$ cat src/rtl/pll_seq_pkg.sv
// Shared definitions for the PLL reset sequencer: FSM state encoding and
// sizing of the shared cycle counter.
package pll_seq_pkg;

  typedef enum logic [1:0] {
    PLL_RST   = 2'd0,
    WAIT_LOCK = 2'd1,
    STABILIZE = 2'd2,
    RUN       = 2'd3
  } seq_state_e;

  // Width holding 0 .. max(cycle limits)-1; never narrower than one bit.
  function automatic int unsigned cycle_cnt_width(input int unsigned reset_cycles,
                                                  input int unsigned stable_cycles,
                                                  input int unsigned timeout_cycles);
    int unsigned max_c;
    max_c = reset_cycles;
    if (stable_cycles > max_c) max_c = stable_cycles;
    if (timeout_cycles > max_c) max_c = timeout_cycles;
    return (max_c > 1) ? $clog2(max_c) : 1;
  endfunction

endpackage

$ cat src/rtl/bit_synchronizer.sv
// Multi-flop synchronizer for a single asynchronous bit, asynchronously
// cleared to 0. Also used by downstream clock domains to re-synchronize
// sys_reset_n deassertion.
module bit_synchronizer #(
  parameter int unsigned STAGES = 2
) (
  input  logic clk_i,
  input  logic rst_ni,
  input  logic d_i,
  output logic q_o
);

  logic [STAGES-1:0] sync_q;

  // Shift chain; the last stage is the synchronized output.
  always_ff @(posedge clk_i or negedge rst_ni) begin
    if (!rst_ni) begin
      sync_q <= '0;
    end else begin
      sync_q <= {sync_q[STAGES-2:0], d_i};
    end
  end

  assign q_o = sync_q[STAGES-1];

endmodule

$ cat src/rtl/pll_reset_sequencer.sv
// Controller side of the SB_PLL40: drives RESETB, qualifies LOCK, releases
// the system reset once lock has been stable, retries the PLL on lock
// timeout and keeps saturating debug counts of timeouts and lock losses.
module pll_reset_sequencer
  import pll_seq_pkg::*;
#(
  parameter int unsigned SYNC_STAGES      = 2,
  parameter int unsigned PLL_RESET_CYCLES = 12,
  parameter int unsigned STABLE_CYCLES    = 1200,
  parameter int unsigned TIMEOUT_CYCLES   = 12000,
  parameter int unsigned CNT_W            = 8
) (
  input  logic             clock,
  input  logic             reset_n,
  input  logic             pll_locked,
  input  logic             soft_reset,
  output logic             pll_resetb,
  output logic             sys_reset_n,
  output logic             ready,
  output logic [CNT_W-1:0] lock_loss_count,
  output logic [CNT_W-1:0] timeout_count,
  output logic [1:0]       state
);

  localparam int unsigned CycW =
      cycle_cnt_width(PLL_RESET_CYCLES, STABLE_CYCLES, TIMEOUT_CYCLES);
  localparam logic [CycW-1:0]  ResetLast   = CycW'(PLL_RESET_CYCLES - 1);
  localparam logic [CycW-1:0]  StableLast  = CycW'(STABLE_CYCLES - 1);
  localparam logic [CycW-1:0]  TimeoutLast = CycW'(TIMEOUT_CYCLES - 1);
  localparam logic [CNT_W-1:0] CntMax      = '1;

  logic             lock_s;
  seq_state_e       state_q, state_d;
  logic [CycW-1:0]  cyc_q, cyc_d;
  logic [CNT_W-1:0] lock_loss_q, lock_loss_d;
  logic [CNT_W-1:0] timeout_q, timeout_d;
  logic             pll_resetb_q, sys_reset_n_q, ready_q;

  bit_synchronizer #(
    .STAGES (SYNC_STAGES)
  ) u_lock_sync (
    .clk_i  (clock),
    .rst_ni (reset_n),
    .d_i    (pll_locked),
    .q_o    (lock_s)
  );

  // Next state, shared cycle counter and saturating event counters.
  always_comb begin
    state_d     = state_q;
    cyc_d       = cyc_q + 1'b1;
    lock_loss_d = lock_loss_q;
    timeout_d   = timeout_q;

    if (soft_reset) begin
      // Overrides everything, including a coincident lock loss in RUN.
      state_d = PLL_RST;
    end else begin
      unique case (state_q)
        PLL_RST: begin
          if (cyc_q == ResetLast) state_d = WAIT_LOCK;
        end
        WAIT_LOCK: begin
          if (lock_s) begin
            state_d = STABILIZE;
          end else if (cyc_q == TimeoutLast) begin
            state_d = PLL_RST;
            if (timeout_q != CntMax) timeout_d = timeout_q + 1'b1;
          end
        end
        STABILIZE: begin
          if (!lock_s) begin
            state_d = WAIT_LOCK;
          end else if (cyc_q == StableLast) begin
            state_d = RUN;
          end
        end
        RUN: begin
          cyc_d = cyc_q;  // nothing is timed in RUN
          if (!lock_s) begin
            state_d = WAIT_LOCK;
            if (lock_loss_q != CntMax) lock_loss_d = lock_loss_q + 1'b1;
          end
        end
        default: state_d = PLL_RST;
      endcase
    end

    // Soft reset in PLL_RST does not change state but must restart the count.
    if (soft_reset || (state_d != state_q)) cyc_d = '0;
  end

  // State, counters and outputs; outputs are decoded from the next state so
  // they change on the same edge as the state.
  always_ff @(posedge clock or negedge reset_n) begin
    if (!reset_n) begin
      state_q       <= PLL_RST;
      cyc_q         <= '0;
      lock_loss_q   <= '0;
      timeout_q     <= '0;
      pll_resetb_q  <= 1'b0;
      sys_reset_n_q <= 1'b0;
      ready_q       <= 1'b0;
    end else begin
      state_q       <= state_d;
      cyc_q         <= cyc_d;
      lock_loss_q   <= lock_loss_d;
      timeout_q     <= timeout_d;
      pll_resetb_q  <= (state_d != PLL_RST);
      sys_reset_n_q <= (state_d == RUN);
      ready_q       <= (state_d == RUN);
    end
  end

  assign pll_resetb      = pll_resetb_q;
  assign sys_reset_n     = sys_reset_n_q;
  assign ready           = ready_q;
  assign lock_loss_count = lock_loss_q;
  assign timeout_count   = timeout_q;
  assign state           = state_q;

endmodule
$ cat config.mk
export PLATFORM = sky130hd
export DESIGN_NAME = pll_reset_sequencer
export DESIGN_NICKNAME = d
export VERILOG_FILES = /design/src/rtl/pll_seq_pkg.sv /design/src/rtl/bit_synchronizer.sv /design/src/rtl/pll_reset_sequencer.sv
export SDC_FILE = /design/constraint.sdc
export NUM_CORES = 1
export LEC_CHECK = 0
export ABC_AREA = 1
export ABC_CLOCK_PERIOD_IN_PS = 4200
export BUFFER_PORTS_ARGS = -buffer_cell sky130_fd_sc_hd__buf_2
export CELL_PAD_IN_SITES_DETAIL_PLACEMENT = 1
export CELL_PAD_IN_SITES_GLOBAL_PLACEMENT = 1
export CORE_MARGIN = 10
export CORE_UTILIZATION = 46
export DETAILED_ROUTE_END_ITERATION = 7
export GPL_TIMING_DRIVEN = 1
export PLACE_DENSITY = 0.9
export SETUP_SLACK_MARGIN = 0.1
export SYNTH_ARGS = -nofsm -noshare
export SYNTH_HDL_FRONTEND = slang
export SYNTH_SLANG_ARGS = --single-unit
$ cat constraint.sdc
create_clock -name clock -period 4.2 [get_ports clock]
set_clock_uncertainty 0.2 [all_clocks]
set_input_delay 0.84 -clock clock [delete_from_list [all_inputs] [get_ports clock]]
set_output_delay 0.84 -clock clock [all_outputs]
set_load 0.03 [all_outputs]
==> flow_summary.yaml, run 1 <==
routing:
  drtIter0Drc: 36
  drtAntennaViolNets: 0
  drt-total-wl_um: 4433
  via_count: 1510
  wire_per_inst_um: 14.68
  first_pass_iters: 4
  drc: 0
  routed_via_density: 5.000
timing:
  setup_viol: 0
  min_period_ns: 2.116
  slew_viol_final: 0
  timing.fmax_mhz: 472.5
  slew_headroom_pct: 45.96
  tightest_slew_ns: 0.8105
  tns_ns: 0
  timing.final.crit_share_pct: 50.39
  finalHoldViolations: 0
  grt_setup_unrepaired: "no"
die:
  die_h_um: 84.20
  core-area_mm2: 0.004000
  start_util_pct: 47.39
  rows: 23
  ioPinCount: 25
  dieArea_mm2: 0.007089
  dieWidth_um: 84.20
layout:
  nets: 259
  drive_above_1_share_pct: 19.44
  stdcell_area_mm2: 0.002126
  syn_to_final_growth_pct: 12.15
  final_util_pct: 53.14
  diodes: 0
  layout_commonest_cell: "nand2_1"
  mostFrequentLayoutCells: "nand2_1 (57), dfrtp_1 (36), nor2_1 (26)"
clock_network:
  cts_setup_buffers: 0
  cts_tree: "done"
  hold_buffers: 0
  cts_htree_levels: 2
  cts.path.max_buffers: 2
  cts_sinks: 36
  cts-root-buf: "clkbuf_8"
  clkLatencyLatePin_ns: 0.29
  cts_resized: 0
  numCtsBuffers: 5
  path_clk_slew_ns: 0.08
worst_setup_path:
  worst_ep_arrival_time_ns: 1.08
  slowest_stage: "dfrtp_1"
  cp_num_buf_inv: 1
  cp_slowest_stage_delay_ns: 0.52
  worstPathRequired_ns: 3.16
  end_kind: "primary output"
  cpLargestDelayFamily: "flip-flops"
  crit_chain: "buf_2"
  path_max_fanout: 9
  path_class: "flop to primary output"
  start_kind: "flop"
power_and_ir_drop:
  seqPwrFrac_pct: 57.7
  swShare_pct: 23.46
  p_per_area_mw_per_mm2: 288.9
  power_mw: 0.6142
  p_clk_share_pct: 38.3
  power_switching_mw: 0.1441
  p_int_mw: 0.4701
  leakagePower_nw: 1.088
  peakVddDrop_uv: 223.3
  p_comb_share_pct: 4.0
run_status:
  outcome: "finished, final reports clean"
synthesis:
  synth_xor_area_share_pct: 11.55
  synthMuxAreaShare_pct: 1.122
  synth_top_cells_by_area: "dfrtp_1 (48%), nand2_1 (11%), xor2_1 (6.5%)"
  syn_area_mm2: 0.001896
  syn_area_per_cell_um2: 8.462
  synth.distinct_cells: 23
  syn_inst: 224
  synth_compound_area_share_pct: 1.914
  synth-simple-area-share_pct: 29.17
  synth_largest_area_cell: "dfrtp_1"
  synth-seq-cells: 36
  ys_seq_area_share_pct: 47.52
  yosysWarnings: 0
  synthAdderAreaFrac_pct: 1.980
  netlist.area_leader.share_pct: 47.52
  syn-num-nets: 231
  synth_top_family_by_area: "simple AND/OR/NAND/NOR gates"
grt:
  grt_pass1_wl_um: 7803
  antenna_found_initial: 0
  grt_use_total_pct: 13.15
  grt_max_degree: 37
  first_global_vias: 1666
  grt_remaining_overflow: 0
job:
  cap_violations: 0
place:
  dp_hpwl_um: 3341
  placed_cell_area_mm2: 0.002048
  portBuffers: 24
  place_congestion: 0.7752
worst_hold_path:
  hold_class: "flop to flop"
## Yosys cell counts
library cell	count
o21ai_0	4
nand2_1	57
buf_4	1
a21oi_1	2
nand2_2	4
nand3_1	12
mux2_2	1
mux2i_1	1
nor2_4	1
xor2_1	14
inv_2	1
a31oi_1	1
ha_1	3
nand3_4	1
nand4_1	4
buf_6	2
nor2_1	26
nor3_1	6
dfrtp_1	36
nor3_2	1
nor2_2	10
inv_1	25
xnor2_1	11
## final cells by class
cell class                 instances  area, um^2
fill                             509        1874
sequential                        36       900.9
multi-input combinational        159       867.1
timing repair buffer              24       120.1
inverter                          26       97.59
clock buffer                       6       72.57
tap                               50       62.56
clock inverter                     1       5.005
## power by group through the flow
stage	clock network [mW]	registers (mW)	logic, mW
after CTS	0.241	0.354	0.0261
after global routing	0.255	0.355	0.0292
after floorplan	0	0.360	0.0150
after detailed placement	0	0.361	0.0260
after global placement	0	0.361	0.0244
final	0.235	0.354	0.0246
## registers in the layout (all words and copies together), names as in the netlist
register and count:
u_lock_sync.sync_q 2, ready 1, state 2, lock_loss_count 8, cyc_q 14, timeout_count 8
pll_resetb 1
## per-stage QoR
step                instances  hold slack, ns  setup WS (ns)
floorplan                 224          0.1312          2.322
global placement          295          0.1517          2.125
detailed placement        295          0.1775          2.042
CTS                       302          0.1907          2.064
global route              302          0.2051          1.958
finish                    302          0.1979          2.084
## layer usage
layer / part of all wire (%) / up-vias / GRT usage [%]
met2: 52 / 18 / 23.44
li1: - / 746 / -
met1: 43 / 742 / 15.07
met3: 4.2 / 4 / 3.961
met4: 0.79 / 0 / 2.740
met5: 0 / - / 0
## cells by family after synthesis
group                    count (synthesis)
AO/OA/AOI/OAI                            7
XOR/XNOR                                25
adder cells (fa/ha/maj)                  3
buffers and inverters                   29
flip-flops                              36
multiplexers                             2
AND/OR/NAND/NOR                        122
## worst paths after layout
path / start / to / slack (ns) / depth (start not counted)
worst max-delay path: state[0] / state[0] / 2.08 / 1
min in group asynchronous: reset_n / cyc_q[6] / 0.44 / 1
worst min-delay path: u_lock_sync.sync_q[0] / u_lock_sync.sync_q[1] / 0.20 / 0
worst min register to register: u_lock_sync.sync_q[0] / u_lock_sync.sync_q[1] / 0.20 / 0
max in group asynchronous: reset_n / timeout_count[1] / 2.84 / 1
worst max register to register: cyc_q[0] / cyc_q[10] / 2.19 / 11
Power figures use the tool's default switching activity.
==> inputs of run 2 (changes only) <==
--- a/config.mk
+++ b/config.mk
@@ -5,16 +5,16 @@
 export SDC_FILE = /design/constraint.sdc
 export NUM_CORES = 1
 export LEC_CHECK = 0
-export ABC_AREA = 1
-export ABC_CLOCK_PERIOD_IN_PS = 4200
+export ABC_AREA = 0
+export ABC_CLOCK_PERIOD_IN_PS = 1800
 export BUFFER_PORTS_ARGS = -buffer_cell sky130_fd_sc_hd__buf_2
 export CELL_PAD_IN_SITES_DETAIL_PLACEMENT = 1
 export CELL_PAD_IN_SITES_GLOBAL_PLACEMENT = 1
 export CORE_MARGIN = 10
-export CORE_UTILIZATION = 46
+export CORE_UTILIZATION = 40
 export DETAILED_ROUTE_END_ITERATION = 7
 export GPL_TIMING_DRIVEN = 1
-export PLACE_DENSITY = 0.9
+export PLACE_DENSITY = 0.81
 export SETUP_SLACK_MARGIN = 0.1
 export SYNTH_ARGS = -nofsm -noshare
 export SYNTH_HDL_FRONTEND = slang
==> constraint.sdc (replaced) <==
create_clock -name clock -period 1.8 [get_ports clock]
set_clock_uncertainty 0.2 [all_clocks]
set_input_delay 0.36 -clock clock [delete_from_list [all_inputs] [get_ports clock]]
set_output_delay 0.36 -clock clock [all_outputs]
set_load 0.03 [all_outputs]
==> run 2 against run 1 <==
The run now ends with negative setup slack left. Non-clock buffer count grew 73. Area after synthesis shrank 0.92%. Wire length is 110% higher. Register-to-register slack got worse by 2.5 ns. Final cell count increased by 8.9%. Die area is 11% higher. Critical path type is now flop to flop.
==> flow_summary.yaml, run 2 <==
clock_network:
  cts.path.max_buffers: 2
  cts_tree: "done"
  cts_sinks: 36
  path_clk_slew_ns: 0.08
  cts_htree_levels: 2
  numCtsBuffers: 5
  cts-root-buf: "clkbuf_8"
  clkLatencyLatePin_ns: 0.30
timing:
  slew_headroom_pct: 65.25
  tightest_slew_ns: 0.5193
  setup_viol: 31
  finalHoldViolations: 0
  timing.fmax_mhz: 472.0
  min_period_ns: 2.119
  timing.final.crit_share_pct: 117.7
  slew_viol_final: 0
  finalWorstSetupSlack_ns: -0.3186
  grt_setup_unrepaired: "yes"
synthesis:
  syn_area_mm2: 0.001878
  synth_commonest_cells: "dfrtp_1 (36), nand2_1 (16), xor2_1 (15), a31oi_1 (10), xnor2_1 (9)"
  yosysMostFrequentCell: "dfrtp_1"
  synth_largest_area_cell: "dfrtp_1"
  synth-seq-cells: 36
  synth.distinct_cells: 40
  synthFlopType: "dfrtp_1"
  synth_top_cells_by_area: "dfrtp_1 (48%), xor2_1 (7.0%), xnor2_1 (4.2%)"
  async_flop_share_pct: 100.0
  syn_area_per_cell_um2: 10.38
  syn_inst: 181
  netlist.area_leader.share_pct: 47.97
  syn-num-nets: 188
  ys_seq_area_share_pct: 47.97
  yosysWarnings: 0
  synth_edf_count: 0
worst_setup_path:
  cp_slowest_stage_delay_ns: 0.51
  start_kind: "flop"
  worst_ep_arrival_time_ns: 2.11
  end_kind: "flop"
  path_class: "flop to flop"
  worstPathRequired_ns: 1.79
  path_max_fanout: 8
  slowest_stage: "dfrtp_2"
  crit_chain: "inv_1, or3_1, or3_4, buf_6, a31oi_1"
routing:
  routed_via_density: 6.155
  drtIter0Drc: 146
  drt-total-wl_um: 9144
  drc: 0
  drtAntennaViolNets: 0
  first_pass_iters: 4
  wire_per_inst_um: 27.79
  via_count: 2025
layout:
  top_register: "cyc_q"
  syn_to_final_growth_pct: 64.69
  final_util_pct: 69.59
  nets: 283
  finalNonFillerCells: 329
  largest_register_ffs: 14
  mostFrequentLayoutCells: "buf_4 (55), dfrtp_1 (32), buf_2 (23)"
  stdcell_area_mm2: 0.003093
  layout_commonest_cell: "buf_4"
  fillCellCount: 461
  drive_above_1_share_pct: 56.68
  diodes: 0
grt:
  antenna_found_initial: 0
  grt_remaining_overflow: 0
  grt_use_total_pct: 18.99
  first_global_vias: 2124
  grt_pass1_wl_um: 11210
  grt_max_degree: 37
power_and_ir_drop:
  p_comb_share_pct: 19.5
  swShare_pct: 28.48
  seqPwrFrac_pct: 43.9
  p_per_area_mw_per_mm2: 646.7
  power_switching_mw: 0.5697
  p_clk_share_pct: 36.6
  peakVddDrop_uv: 377.4
  leakagePower_nw: 1.535
  p_int_mw: 1.431
die:
  ioPinCount: 25
  die_h_um: 88.52
  start_util_pct: 42.26
  core-area_mm2: 0.004444
  dieWidth_um: 88.52
  rows: 24
  dieArea_mm2: 0.007836
worst_hold_path:
  hold_class: "flop to flop"
run_status:
  outcome: "complete, but fails checks"
  violations: "negative setup slack"
place:
  dp_worst_setup_slack_ns: -0.2867
  placed_cell_area_mm2: 0.002537
  portBuffers: 24
  dp_hpwl_um: 4611
  placed_cells: 306
  place_congestion: 0.8138
job:
  cap_violations: 0
[run 2: changes by cell type after synthesis, moves of 6 or more]
| cell | change |
|---|---|
| a31oi_1 | +9 |
| inv_1 | -20 |
| nand2_1 | -41 |
| nor2_1 | -18 |
| nor2_2 | -10 |
| or4_1 | +6 |
[run 2: logic make-up after synthesis]
group | Yosys count | synth area share [%]
adder cells (fa/ha/maj) | 3 | 1.999
buffers and inverters | 14 | 3.997
AO/OA/AOI/OAI | 27 | 10.06
AND/OR/NAND/NOR | 74 | 23.05
multiplexers | 3 | 1.732
flip-flops | 36 | 47.97
XOR/XNOR | 24 | 11.19
[run 2: power groups by stage]
stage | clock network, mW | logic (mW) | registers (mW)
global placement | 0 | 0.271 | 0.877
finish | 0.731 | 0.391 | 0.878
global route | 0.777 | 0.412 | 0.882
CTS | 0.707 | 0.314 | 0.873
floorplan | 0 | 0.122 | 0.903
detailed placement | 0 | 0.282 | 0.881
[run 2: routing by layer]
metal	up-vias	wire [um]	global-route usage (%)
met5	-	0	0
met4	0	445	10.13
met3	38	500	5.515
met2	109	4700	33.82
met1	1025	3498	19.78
li1	853	-	-
[run 2: worst paths after layout]
path / from / to / slack [ns] / depth (start not counted)
max in group asynchronous: reset_n / lock_loss_count[0] / 0.80 / 3
hold reg to reg: u_lock_sync.sync_q[0] / u_lock_sync.sync_q[1] / 0.20 / 0
setup / recovery: state[1] / cyc_q[6] / -0.32 / 5
setup reg to reg: state[1] / cyc_q[6] / -0.32 / 5
min in group asynchronous: reset_n / cyc_q[2] / 0.40 / 3
hold / removal: u_lock_sync.sync_q[0] / u_lock_sync.sync_q[1] / 0.20 / 0
[run 2: final cells by class]
class	instances	area [um^2]	share of cell area, %
timing repair buffer	97	757.0	24.47
inverter	5	18.77	0.6068
multi-input combinational	131	1239	40.05
sequential	36	905.9	29.29
clock buffer	6	72.57	2.346
clock inverter	2	35.03	1.133
tap	52	65.06	2.104
[run 2: critical path, delay by kind of cell, from the launching register on]
kind | cells | cell delay [ns]
DFF | 1 | 0.51
AOI/OAI and AO/OA | 1 | 0.25
buffers and inverters | 2 | 0.27
and+or+nand+nor | 2 | 0.78
[run 2: what timing repair did]
| action | in CTS | in global routing |
|---|---|---|
| hold buffers | 2 | 0 |
| gates resized for setup | 25 | 40 |
| endpoints found under the hold margin | 37 | 0 |
| pin swaps | 21 | 15 |
| endpoints found under the setup margin | 32 | 34 |
| setup buffers | 4 | 10 |
[run 2: per-stage QoR]
stage	hold WS (ns)	TNS, ns	power (mW)
after detailed placement	0.1392	-4.918	1.163
after global placement	0.1339	-2.964	1.148
after global routing	0.2007	-7.655	2.071
final	0.2012	-5.913	2.000
after floorplan	-0.1356	-3.353	1.024
after CTS	0.1685	-3.515	1.894
